**src/rtl/boot_image_loader_if.sv**
```systemverilog
// Byte-stream intake and word-write memory bus of the boot image loader.
// The slave side is the loader; the master side is the host/memory harness.
interface boot_image_loader_if #(
  parameter int ADDR_W = 12
);
  logic              in_valid;
  logic [7:0]        in_data;
  logic              in_last;
  logic              in_ready;
  logic              mem_we;
  logic [ADDR_W-1:0] mem_addr;
  logic [31:0]       mem_wdata;
  logic [3:0]        mem_be;

  modport master (
    output in_valid, in_data, in_last,
    input  in_ready,
    input  mem_we, mem_addr, mem_wdata, mem_be
  );

  modport slave (
    input  in_valid, in_data, in_last,
    output in_ready,
    output mem_we, mem_addr, mem_wdata, mem_be
  );
endinterface

```
**src/rtl/boot_image_loader.sv**
```systemverilog
// Packs a little-endian byte stream into 32-bit words, writes them from
// word 0 upward, and holds the core in reset until the image is complete.
module boot_image_loader #(
  parameter int ADDR_W      = 12,
  parameter int DEPTH_WORDS = 4096
) (
  input  logic              clk,
  input  logic              rst,
  boot_image_loader_if.slave bus,
  input  logic              start,
  output logic              core_rst_n,
  output logic              busy,
  output logic              done,
  output logic              err_overflow,
  output logic [ADDR_W:0]   word_count
);

  typedef enum logic [2:0] {
    IDLE, LOAD, FLUSH, DONE, ERR
  } state_t;

  state_t      state;
  logic [1:0]  lane;
  logic [23:0] asm_q;
  logic        accept;
  logic        ovf;
  logic [31:0] pack_w;
  logic [3:0]  be_w;

  assign accept = bus.in_valid & bus.in_ready;
  assign ovf = word_count >= (ADDR_W+1)'(DEPTH_WORDS);

  // Upper lanes not yet received are forced to zero.
  always_comb begin
    pack_w = {bus.in_data, asm_q};
    be_w   = 4'hF;
    case (lane)
      2'd0: begin
        pack_w = {24'h0, bus.in_data};
        be_w   = 4'b0001;
      end
      2'd1: begin
        pack_w = {16'h0, bus.in_data, asm_q[7:0]};
        be_w   = 4'b0011;
      end
      2'd2: begin
        pack_w = {8'h0, bus.in_data, asm_q[15:0]};
        be_w   = 4'b0111;
      end
      default: ;
    endcase
  end

  always_ff @(posedge clk or posedge rst) begin
    if (rst) begin
      state         <= IDLE;
      lane          <= 2'd0;
      asm_q         <= 24'h0;
      bus.in_ready  <= 1'b0;
      bus.mem_we    <= 1'b0;
      bus.mem_be    <= 4'h0;
      bus.mem_addr  <= '0;
      bus.mem_wdata <= 32'h0;
      core_rst_n    <= 1'b0;
      busy          <= 1'b0;
      done          <= 1'b0;
      err_overflow  <= 1'b0;
      word_count    <= '0;
    end else begin
      bus.mem_we <= 1'b0;
      bus.mem_be <= 4'h0;
      case (state)
        IDLE, DONE, ERR: begin
          if (start) begin
            state        <= LOAD;
            busy         <= 1'b1;
            bus.in_ready <= 1'b1;
            done         <= 1'b0;
            err_overflow <= 1'b0;
            core_rst_n   <= 1'b0;
            word_count   <= '0;
            lane         <= 2'd0;
            asm_q        <= 24'h0;
          end
        end
        LOAD: begin
          if (accept && ovf) begin
            state        <= ERR;
            busy         <= 1'b0;
            bus.in_ready <= 1'b0;
            err_overflow <= 1'b1;
          end else if (accept) begin
            if (lane == 2'd3 || bus.in_last) begin
              bus.mem_we    <= 1'b1;
              bus.mem_be    <= be_w;
              bus.mem_addr  <= word_count[ADDR_W-1:0];
              bus.mem_wdata <= pack_w;
              word_count    <= word_count + 1'b1;
              lane          <= 2'd0;
              asm_q         <= 24'h0;
            end else begin
              lane <= lane + 2'd1;
              case (lane)
                2'd0:    asm_q[7:0]   <= bus.in_data;
                2'd1:    asm_q[15:8]  <= bus.in_data;
                default: asm_q[23:16] <= bus.in_data;
              endcase
            end
            // FLUSH is the cycle the final write is on the bus.
            if (bus.in_last) begin
              state        <= FLUSH;
              bus.in_ready <= 1'b0;
            end
          end
        end
        FLUSH: begin
          state      <= DONE;
          busy       <= 1'b0;
          done       <= 1'b1;
          core_rst_n <= 1'b1;
        end
        default: state <= IDLE;
      endcase
    end
  end

endmodule

```
**src/flat_wrapper.sv**
```systemverilog
// flat-port wrapper written by rule: the top's interface ports become plain ports
module boot_image_loader_flat 
#(
  parameter int ADDR_W      = 12,
  parameter int DEPTH_WORDS = 4096
)
  (clk, rst, start, core_rst_n, busy, done, err_overflow, word_count, bus_in_valid, bus_in_data, bus_in_last, bus_in_ready, bus_mem_we, bus_mem_addr, bus_mem_wdata, bus_mem_be);
  boot_image_loader_if #(.ADDR_W(ADDR_W)) bus_i ();
  input  logic clk;
  input  logic rst;
  input  logic start;
  output logic core_rst_n;
  output logic busy;
  output logic done;
  output logic err_overflow;
  output logic [ADDR_W:0] word_count;
  input wire logic [$bits(bus_i.in_valid)-1:0] bus_in_valid;
  input wire logic [$bits(bus_i.in_data)-1:0] bus_in_data;
  input wire logic [$bits(bus_i.in_last)-1:0] bus_in_last;
  output wire logic [$bits(bus_i.in_ready)-1:0] bus_in_ready;
  output wire logic [$bits(bus_i.mem_we)-1:0] bus_mem_we;
  output wire logic [$bits(bus_i.mem_addr)-1:0] bus_mem_addr;
  output wire logic [$bits(bus_i.mem_wdata)-1:0] bus_mem_wdata;
  output wire logic [$bits(bus_i.mem_be)-1:0] bus_mem_be;
  assign bus_i.in_valid = bus_in_valid;
  assign bus_i.in_data = bus_in_data;
  assign bus_i.in_last = bus_in_last;
  assign bus_in_ready = bus_i.in_ready;
  assign bus_mem_we = bus_i.mem_we;
  assign bus_mem_addr = bus_i.mem_addr;
  assign bus_mem_wdata = bus_i.mem_wdata;
  assign bus_mem_be = bus_i.mem_be;
  boot_image_loader #(.ADDR_W(ADDR_W), .DEPTH_WORDS(DEPTH_WORDS)) u_core (.clk(clk), .rst(rst), .bus(bus_i), .start(start), .core_rst_n(core_rst_n), .busy(busy), .done(done), .err_overflow(err_overflow), .word_count(word_count));
endmodule
```
**config.mk**
```make
export PLATFORM = sky130hd
export DESIGN_NAME = boot_image_loader_flat
export DESIGN_NICKNAME = d
export VERILOG_FILES = /design/src/rtl/boot_image_loader_if.sv /design/src/rtl/boot_image_loader.sv /design/src/flat_wrapper.sv
export SDC_FILE = /design/constraint.sdc
export NUM_CORES = 1
export LEC_CHECK = 0
export ABC_AREA = 1
export ABC_CLOCK_PERIOD_IN_PS = 8200
export CORE_MARGIN = 2
export CORE_UTILIZATION = 68
export CTS_CLUSTER_SIZE = 25
export DETAILED_ROUTE_END_ITERATION = 10
export DONT_BUFFER_PORTS = 1
export PLACE_DENSITY_LB_ADDON = 0.3
export REMOVE_ABC_BUFFERS = 1
export SLEW_MARGIN = 20
export SYNTH_ARGS = -nofsm -noshare
export SYNTH_HDL_FRONTEND = slang
export SYNTH_SLANG_ARGS = --single-unit
export TNS_END_PERCENT = 20
```
**constraint.sdc**
```tcl
create_clock -name clk -period 8.2 [get_ports clk]
set_clock_uncertainty 0.2 [all_clocks]
set_input_delay 2.46 -clock clk [delete_from_list [all_inputs] [get_ports clk]]
set_output_delay 2.46 -clock clk [all_outputs]
set_load 0.02 [all_outputs]
```
# Yosys cells after proc, flatten, opt, wreduce, memory -nomap -nowiden
# Cells that the tools add are included.
# op_classes
muxes	44
mul	0
n_shift	0
eq_ne	17
bitwise_logic	2
order_cmp	1
add_sub_neg	2
n_div	0
reduce_logical	20
# ops
cell	n
2-to-1 mux 24 bit	4
one-hot mux 32 bit (3 select lines)	1
2-to-1 mux 13 bit	4
one-hot mux 24 bit (2 select lines)	1
one-hot mux 13 bit (2 select lines)	1
2-to-1 mux 8 bit	3
AND reduction 5 bit	4
2-to-1 mux 4 bit	4
adder 13 x 1 -> 13 bit (second input constant)	1
greater-or-equal comparator 13 bit (second input constant)	1
2-to-1 mux 3 bit	4
inequality test 3 x 2 -> 1 bit (second input constant)	4
one-hot mux 4 bit (3 select lines)	1
AND reduction 4 bit	3
2-to-1 mux 1 bit	11
one-hot mux 3 bit (3 select lines)	1
AND reduction 3 bit	3
2-to-1 mux 2 bit	4
equality test 3 x 2 -> 1 bit (second input constant)	2
inequality test 2 x 1 -> 1 bit (second input constant)	3
one-hot mux 1 bit (2 select lines)	3
equality test 2 bit (second input constant)	2
inequality test 2 bit (second input constant)	2
one-hot mux 2 bit (2 select lines)	1
17 further kinds	18
# word_totals
ff_bits	95
wordCells	100
memories	0
in_bits	13
latch_bits	0
mem_bits_rw	0
mem_bits_ro	0

# Logic depth before layout (Yosys ltp)
# Gate-level depths: netlist (run 1).
# depth
depth_word	7
mapped_depth	10
depth_no_buf	8

# Worst setup path after synthesis (run 1)
# Ideal clock, no wire load.
# synth_path
path_type	input-to-reg
start	in bus_in_valid
end	reg u_core.bus.mem_wdata[24]
required_ns	7.864
n_path_buf	2
arrival_time_ns	3.341
stages	8
path_slack_ns	4.523
path_cell_list	nand2_1 nor2_1 nor2_4 nand3_2 buf_4 buf_4 nand2_1 o31ai_1
# synth_via
elab_chain_len	4
# synth_lines
item	line	source
from (decl)	flat_wrapper.sv:17	input wire logic [$bits(bus_i.in_valid)-1:0] bus_in_valid;
bitwise AND 1 bit *	boot_image_loader.sv:30	assign accept = bus.in_valid & bus.in_ready;
logical AND 1 bit	boot_image_loader.sv:87	if (accept && ovf) begin
inverter 1 bit (no line)	--	
AND reduction 4 bit (no line) *	--	
to (signal assigned)	boot_image_loader.sv:97	bus.mem_wdata <= pack_w;
to (decl)	boot_image_loader_if.sv:24	output mem_we, mem_addr, mem_wdata, mem_be
# Mark *: on every way between the ends. The rest lies on a longest branch, timed or not.
# A chain may end at the register's enable or synchronous reset.

# Worst setup path in the final report (run 1)
# layout_path
start	in bus_in_valid
end	reg u_core.bus.mem_addr[0]
# layout_via
elab_chain_len	4
# layout_lines
item	line	source
bitwise AND 1 bit *	boot_image_loader.sv:30	
logical AND 1 bit	boot_image_loader.sv:87	
inverter 1 bit (no line)	--	
AND reduction 4 bit (no line) *	--	
to (signal assigned)	boot_image_loader.sv:96	bus.mem_addr <= word_count[ADDR_W-1:0];
to (decl)	boot_image_loader_if.sv:24	
# Marked as above.

==> results of run 1 <==
## registers in the layout, summed over array words and instances, names as in the netlist
name                  cells
u_core.core_rst_n         1
u_core.busy               1
u_core.bus.mem_be         3
u_core.bus.mem_addr      12
u_core.err_overflow       1
u_core.state              3
u_core.word_count        13
u_core.asm_q             24
u_core.bus.mem_we         1
u_core.bus.in_ready       1
u_core.bus.mem_wdata     32
u_core.lane               2
## logic make-up (layout without fill, tap and decap cells)
logic type,after synthesis,after routing,synth area share (%)
compound gates,91,91,11.53
xor+xnor,4,4,0.7779
fa+ha+maj,6,6,1.667
buf+inv,71,69,7.474
flops,94,94,52.24
mux,8,8,1.778
simple gates,263,263,24.53
## cell usage after synthesis
cell type and instances:
nand3_2 2, nor2_4 3, nand3_4 2, o21ai_4 1, dfrtp_1 94, a21o_1 1
buf_6 5, clkbuf_1 5, nand4_1 4, o31ai_1 8, o32ai_1 1, o21ai_0 36
nand2_1 200, nor3_1 6, o21bai_1 1, nand3b_1 1, a21oi_1 6, nor2_2 2
buf_4 8, o22ai_1 7, nand3_1 19, mux2i_1 8, xor2_1 4, a21oi_2 1
nand2_2 2, nor2_1 22, inv_1 49, a21oi_4 1, inv_2 2, ha_1 6
buf_2 2, o21ai_1 28
## cell type report
class | count | area, sq um
clock buffers | 9 | 123.9
inverters | 51 | 192.7
multi-input cells | 372 | 1814
fillers | 486 | 1712
well taps | 77 | 96.34
flip-flops and latches | 94 | 2352
repair buffers | 2 | 15.01
clock inverters | 7 | 80.08
## power groups by stage
stage,combinational (mW),clock [mW],sequential [mW]
3_3_place_gp,0.502,0,0.821
4_1_cts,0.531,0.320,0.818
2_1_floorplan,0.400,0,0.792
3_5_place_dp,0.524,0,0.825
6_report,0.538,0.321,0.819
5_1_grt,0.597,0.341,0.836
## per-layer routing
metal | vias up | wire, um | share of wire, %
met4 | 0 | 313 | 3.1
met2 | 147 | 4681 | 46
met1 | 1704 | 4415 | 43
met3 | 29 | 822 | 8.0
li1 | 1712 | - | -
met5 | - | 0 | 0
## worst min-delay path, cell delays in order, from the launching register on
cell	delay, ns
dfrtp_1	0.36
nand2_1	0.05
nand2_1	0.05
## per-stage QoR
stage | instance area [sq um] | std cells | hold WS [ns]
after global placement | 4471 | 596 | 0.2665
after detailed placement | 4471 | 596 | 0.2667
after global routing | 4674 | 612 | 0.3183
final | 4674 | 612 | 0.2955
after floorplan | 4358 | 517 | 0.2491
after CTS | 4674 | 612 | 0.2963
## how the worst max path moves through the flow
| stage | from | cells past startpoint | endpoint | slack, ns |
|---|---|---|---|---|
| after floorplan | rst | 1 | u_core.asm_q[0] | 3.09 |
| after global placement | bus_in_valid | 8 | u_core.bus.mem_addr[0] | 3.91 |
| after detailed placement | bus_in_valid | 8 | u_core.bus.mem_addr[0] | 3.81 |
| after CTS | bus_in_valid | 8 | u_core.bus.mem_addr[0] | 4.20 |
| after global routing | bus_in_last | 7 | u_core.asm_q[18] | 3.91 |
| final | bus_in_valid | 8 | u_core.bus.mem_addr[0] | 4.16 |
==> impl_metrics.toml, run 1 <==
[hold_path]
whs_path_depth = 2
hold_start = "u_core.asm_q[23]"
holdPathEnd = "u_core.asm_q[23]"
min_path_type = "register to register"

[global_routing]
grt-ovfl-total = 0
grt_util_met3_pct = 7.393
grt_pass1_vias = 3479
met1_usage_pct = 39.51
grt-busiest-layer = "met2"
antenna_found_initial = 0
grt_pass1_wl_mm = 16.52
grt_usage_pct = 29.18
grt_max_degree = 81
met2_usage_pct = 44.46

[status]
outcome = "finished clean"

[layout]
synthToLayoutAreaGrowth_pct = 3.807
drive_gt1_share_pct = 6.542
post-route-util_pct = 73.20
antenna_cells = 0
final_cell_mix = "nand2_1, dfrtp_1, inv_1"
nets = 549
layout_commonest_cell = "nand2_1"

[timing]
finalCriticalPeriod_ns = 4.044
fin_crit_sh_pct = 49.32
final_max_slew_viol_count = 0
tns_ns = 0
setup_slack_ns = 4.156
rsz0062_at_grt = "no"
slew_headroom_pct = 25.66
setup_viol = 0
tightest_slew_ns = 1.107
hold_viol_final = 0
fmax_ghz = 0.2473

[floorplan]
start_util_pct = 70.51
die_x_um = 85.38
die_h_um = 85.38
dieArea_sq_um = 7289
ios = 80
rows = 29
coreArea_sq_um = 6386

[synth]
yosysWarnings = 0
yosysSeqAreaShare_pct = 52.24
synth_area_sq_um = 4503
synthTopCellsByArea = "dfrtp_1, nand2_1, inv_1"
synth_area_leader_cell = "dfrtp_1"
syn_area_per_cell_sq_um = 8.386
yosys.area.top_type_share_pct = 52.24
ys_ff_latch = 94
ys_types = 32
syn-instance-count = 537

[clocking]
clock-sinks = 94
clkLatencyLatePin_ns = 0.36
h-tree-depth = 3
cts_tree = "done"
clock_path_buffers = 2
post_cts_buffers = 0
cts_resized = 0
root_buffer = "clkbuf_8"
cts_buffers = 9
postCtsHoldBufs = 0
path_clk_slew_ns = 0.10

[power_and_ir_drop]
power.density_nw_per_um2 = 358.9
p_leak_nw = 2.292
comb_power_share_pct = 32.0
seqPwrFrac_pct = 48.8
p_int_uw = 903.2
ir_drop_v = 0.0002521
p_switching_uw = 774.4
sw_frac_of_total_pct = 46.16
clkPwrFrac_pct = 19.1
total_power_mw = 1.678

[critical_path]
r2r-start = "u_core.lane[0]"
crit_chain = "nand2_1 -> nor2_1 -> nor2_4 -> nand3_2 -> buf_4 -> inv_2 -> nor2_1 -> nor2_1"
r2r_cells = 8
r2r_slack_ns = 5.06
crit_required_ns = 8.26
crit_top_cell = "nor2_1"
cp_max_fo = 66
r2r-end = "u_core.asm_q[19]"
endpoint_kind = "register"
crit_buf_inv = 2
critical_path.slowest_cell = "buf_4"
path_delay_family = "buffers and inverters"
startpoint_type = "input port"
critPathKind = "input port to register"
arrival_ns = 4.10
slowest_delay_ns = 0.52

[routing]
avgViaCountPerCell = 5.869
ant_nets = 0
post_drt_wl_per_cell_um = 16.72
drtIter0Drc = 372
drtPass1Iterations = 5
routed_wirelength_mm = 10.23
vias = 3592
drcViolationCount = 0

[placed_design]
hpwl_mm = 6.769
place_congestion = 0.8994
post-place-ws_ns = 3.813
port_buffers = 0

[flow_run]
max_cap_violations = 0
Power figures use the tool's default switching activity.
==> run 2, diff against run 1 <==
--- a/config.mk
+++ b/config.mk
@@ -6,9 +6,9 @@
 export NUM_CORES = 1
 export LEC_CHECK = 0
 export ABC_AREA = 1
-export ABC_CLOCK_PERIOD_IN_PS = 8200
+export ABC_CLOCK_PERIOD_IN_PS = 3290
 export CORE_MARGIN = 2
-export CORE_UTILIZATION = 68
+export CORE_UTILIZATION = 57
 export CTS_CLUSTER_SIZE = 25
 export DETAILED_ROUTE_END_ITERATION = 10
 export DONT_BUFFER_PORTS = 1
==> constraint.sdc (replaced) <==
create_clock -name clk -period 3.29 [get_ports clk]
set_clock_uncertainty 0.2 [all_clocks]
set_input_delay 0.987 -clock clk [delete_from_list [all_inputs] [get_ports clk]]
set_output_delay 0.987 -clock clk [all_outputs]
set_load 0.02 [all_outputs]
==> impl_metrics.toml, run 2 (synthesized netlist as in run 1, its figures left out) <==
[layout]
layout_commonest_cell = "nand2_1"
stdcell_area_sq_um = 4728
synthToLayoutAreaGrowth_pct = 5.001
nets = 553
antenna_cells = 0
top_regs = "u_core.bus.mem_wdata x32, u_core.asm_q x24, u_core.word_count x13"
largest_register_ffs = 32
final_cell_mix = "nand2_1, dfrtp_1, inv_1"
n_fill_cell = 692
top_register = "u_core.bus.mem_wdata"
drive_gt1_share_pct = 7.063

[floorplan]
die_h_um = 92.88
dieArea_sq_um = 8627
rows = 32
coreArea_sq_um = 7687
die_x_um = 92.88
ios = 80
start_util_pct = 58.58

[power_and_ir_drop]
power.density_nw_per_um2 = 861.3
clkPwrFrac_pct = 17.7
p_switching_mw = 1.847
sw_frac_of_total_pct = 45.34
p_int_mw = 2.226
ir_drop_v = 0.0004730
comb_power_share_pct = 32.5
p_leak_nw = 2.301
seqPwrFrac_pct = 49.8

[timing]
finalCriticalPeriod_ns = 2.266
setup_viol = 0
fin_crit_sh_pct = 68.87
tightest_slew_ns = 0.6715
slew_headroom_pct = 55.19
hold_viol_final = 0
setup_slack_ns = 1.024
final_max_slew_viol_count = 0
rsz0062_at_grt = "no"
fmax_ghz = 0.4413

[clocking]
post_cts_buffers = 0
clkLatencyLatePin_ns = 0.36
cts_tree = "done"
postCtsHoldBufs = 0
cts_resized = 0
clock-sinks = 94
cts_buffers = 9
clock_path_buffers = 2
h-tree-depth = 3
path_clk_slew_ns = 0.09
root_buffer = "clkbuf_8"

[critical_path]
arrival_ns = 2.32
startpoint_type = "register"
cp_max_fo = 13
endpoint_kind = "register"
crit_required_ns = 3.34
critPathKind = "register to register"

[placed_design]
port_buffers = 0
dpl_cell_area_sq_um = 4544
post-place-ws_ns = 0.7870
hpwl_mm = 6.937
place_congestion = 0.8424

[global_routing]
grt_max_degree = 62
grt_pass1_vias = 3454
grt-ovfl-total = 0
antenna_found_initial = 0
grt_pass1_wl_mm = 16.70
grt_usage_pct = 24.43

[routing]
drtPass1Iterations = 5
avgViaCountPerCell = 5.523
ant_nets = 0
vias = 3535
routed_wirelength_mm = 9.770
drcViolationCount = 0
post_drt_wl_per_cell_um = 15.27
drtIter0Drc = 255

[status]
outcome = "finished clean"

[flow_run]
max_cap_violations = 0

[hold_path]
min_path_type = "register to register"
run 2: worst max-delay path, cell delays in order (launching register included):
cell and delay (ns):
dfrtp_1 0.44, inv_1 0.13, nand2_2 0.10, nor2_2 0.54
nand2_1 0.24, a21oi_1 0.28, nor2_4 0.12, nand2_1 0.08
nand2_1 0.05
run 2: worst paths after layout:
check / depth (start not counted) / endpoint / from / slack, ns
worst min register to register: 2 / u_core.asm_q[16] / u_core.asm_q[16] / 0.29
worst max register to register: 8 / u_core.asm_q[17] / u_core.state[1] / 1.02
worst max-delay path: 8 / u_core.asm_q[17] / u_core.state[1] / 1.02
max in group asynchronous: 2 / u_core.asm_q[8] / rst / 1.83
min in group asynchronous: 1 / u_core.word_count[11] / rst / 0.35
worst min-delay path: 2 / u_core.asm_q[16] / u_core.asm_q[16] / 0.29
run 2: layout make-up:
class,instances,area [sq um],share of cell area [%]
clock inverters,4,32.53,0.6880
multi-input cells,372,1814,38.37
repair buffers,6,57.56,1.217
flip-flops and latches,94,2352,49.75
clock buffers,11,151.4,3.202
inverters,51,192.7,4.075
well taps,102,127.6,2.699
run 2: routing by layer:
| layer | global-route usage [%] | up-vias | routed length (um) | share of wire [%] |
|---|---|---|---|---|
| met5 | 0 | - | 0 | 0 |
| met4 | 8.333 | 0 | 123 | 1.3 |
| met3 | 5.452 | 12 | 669 | 6.8 |
| met2 | 37.32 | 111 | 4548 | 47 |
| met1 | 34.73 | 1700 | 4428 | 45 |
| li1 | - | 1712 | - | - |
run 2: per-stage QoR:
stage / hold WS, ns / power [mW] / TNS (ns) / util, % / cells
CTS: 0.2901 / 4.086 / 0 / 61.51 / 640
detailed placement: 0.2678 / 3.365 / 0 / 59.11 / 625
floorplan: 0.2491 / 2.970 / -32.49 / - / 517
global route: 0.3148 / 4.369 / 0 / 61.51 / 640
finish: 0.2852 / 4.072 / 0 / 61.51 / 640
global placement: 0.2640 / 3.313 / 0 / 59.11 / 625
run 2: power groups by stage:
stage / combinational [mW] / clock [mW] / sequential (mW)
after floorplan: 0.996 / 0 / 1.97
after global placement: 1.27 / 0 / 2.04
after detailed placement: 1.31 / 0 / 2.05
after CTS: 1.32 / 0.732 / 2.03
after global routing: 1.52 / 0.776 / 2.08
final: 1.32 / 0.719 / 2.03
==> run 3, diff against run 2 <==
--- a/config.mk
+++ b/config.mk
@@ -6,7 +6,7 @@
 export NUM_CORES = 1
 export LEC_CHECK = 0
 export ABC_AREA = 1
-export ABC_CLOCK_PERIOD_IN_PS = 3290
+export ABC_CLOCK_PERIOD_IN_PS = 1950
 export CORE_MARGIN = 2
 export CORE_UTILIZATION = 57
 export CTS_CLUSTER_SIZE = 25
==> constraint.sdc (replaced) <==
create_clock -name clk -period 1.95 [get_ports clk]
set_clock_uncertainty 0.2 [all_clocks]
set_input_delay 0.585 -clock clk [delete_from_list [all_inputs] [get_ports clk]]
set_output_delay 0.585 -clock clk [all_outputs]
set_load 0.02 [all_outputs]
==> impl_metrics.toml, run 3 (synthesized netlist as in run 1, its figures left out) <==
[routing]
drcViolationCount = 0
routed_wirelength_mm = 10.61
drtPass1Iterations = 5
avgViaCountPerCell = 5.495
post_drt_wl_per_cell_um = 15.91
vias = 3665
drtIter0Drc = 275
ant_nets = 0

[global_routing]
grt-ovfl-total = 0
grt_max_degree = 95
grt_pass1_wl_mm = 17.41
grt_usage_pct = 25.71
antenna_found_initial = 0
grt_pass1_vias = 3537

[clocking]
postCtsHoldBufs = 0
root_buffer = "clkbuf_8"
path_clk_slew_ns = 0.10
clkLatencyLatePin_ns = 0.37
clock_path_buffers = 2
clock-sinks = 94
h-tree-depth = 3
cts_tree = "done"
cts_buffers = 9

[timing]
tightest_slew_ns = 0.4949
final_max_slew_viol_count = 0
finalCriticalPeriod_ns = 1.832
hold_viol_final = 1
rsz0062_at_grt = "no"
fin_crit_sh_pct = 93.95
setup_viol = 0
hold_slack_ns = -0.0007420
fmax_ghz = 0.5458
slew_headroom_pct = 67.01
tns_ns = 0

[layout]
nets = 579
synthToLayoutAreaGrowth_pct = 10.78
antenna_cells = 0
drive_gt1_share_pct = 12.57
n_fill_cell = 673
final_cell_mix = "nand2_1, dfrtp_1, inv_1"
stdcell_area_sq_um = 4989
layout_commonest_cell = "nand2_1"
largest_register_ffs = 32
finalNonFillerCells = 667
top_regs = "u_core.bus.mem_wdata x32, u_core.asm_q x24, u_core.word_count x13"
top_register = "u_core.bus.mem_wdata"
post-route-util_pct = 64.89

[floorplan]
start_util_pct = 58.58
rows = 32
die_h_um = 92.88
ios = 80
coreArea_sq_um = 7687
die_x_um = 92.88
dieArea_sq_um = 8627

[placed_design]
dp_cells = 648
hpwl_mm = 7.307
port_buffers = 0
place_congestion = 0.8274
dpl_cell_area_sq_um = 4730

[hold_path]
min_path_type = "input port to async pin"

[critical_path]
endpoint_kind = "register"
critical_path.slowest_cell = "dfrtp_1"
startpoint = "u_core.lane[1]"
crit_top_cell = "buf_4"
r2r_cells = 5
critPathKind = "register to register"
cp.depth = 5
r2r-start = "u_core.lane[1]"
crit_required_ns = 2.02
startpoint_type = "register"
crit_buf_inv = 3
crit_chain = "ha_1 -> buf_4 -> inv_1 -> buf_4 -> o31ai_1"
path_delay_family = "buffers and inverters"
slowest_delay_ns = 0.36
arrival_ns = 1.91
cp_max_fo = 23

[power_and_ir_drop]
ir_drop_v = 0.001194
p_leak_nw = 2.459
power.density_nw_per_um2 = 1489
total_power_mw = 7.427

[status]
violations = "hold timing"
outcome = "finished, violations left"

[flow_run]
max_cap_violations = 0
==> run 3: cell type report <==
cell class / count / area, sq um / share of cell area (%)
sequential: 94 / 2354 / 47.18
clock inverter: 5 / 57.56 / 1.154
clock buffer: 11 / 151.4 / 3.035
multi-input combinational: 372 / 1838 / 36.84
timing repair buffer: 32 / 265.3 / 5.317
tap: 102 / 127.6 / 2.558
inverter: 51 / 195.2 / 3.913
==> run 3: path summary, 6_finish.rpt <==
check	slack (ns)	to
worst max register to register	0.12	u_core.bus.mem_wdata[24]
max in group asynchronous	1.17	u_core.asm_q[1]
worst min-delay path	-0.0007	u_core.bus.mem_wdata[21]
min in group clk	0.17	u_core.bus.mem_wdata[25]
worst max-delay path	0.12	u_core.bus.mem_wdata[24]
worst min register to register	0.29	u_core.asm_q[16]
==> run 3: where the power goes <==
group | switching, mW | internal [mW]
registers | 0.833 | 2.54
clock network | 0.693 | 0.663
logic | 1.77 | 0.928
==> run 3: per-stage QoR <==
step	hold slack, ns	worst slack, ns
after floorplan	0.2491	-1.284
after global placement	0.2642	0.04183
after detailed placement	0.2694	-0.04869
after CTS	0.02394	0.01877
after global routing	0.03774	0.003509
final	-0.0007420	0.1180
==> run 3: repair_timing <==
item / CTS / global route
resized for setup: 1 / 9
setup buffers: 0 / 3
setup endpoints to repair: 8 / 43
==> run 3: layer usage <==
metal | share of wire, % | GRT usage (%)
met1 | 44 | 34.28
met2 | 48 | 41.49
met3 | 6.8 | 7.079
met4 | 1.3 | 7.353
met5 | 0 | 0
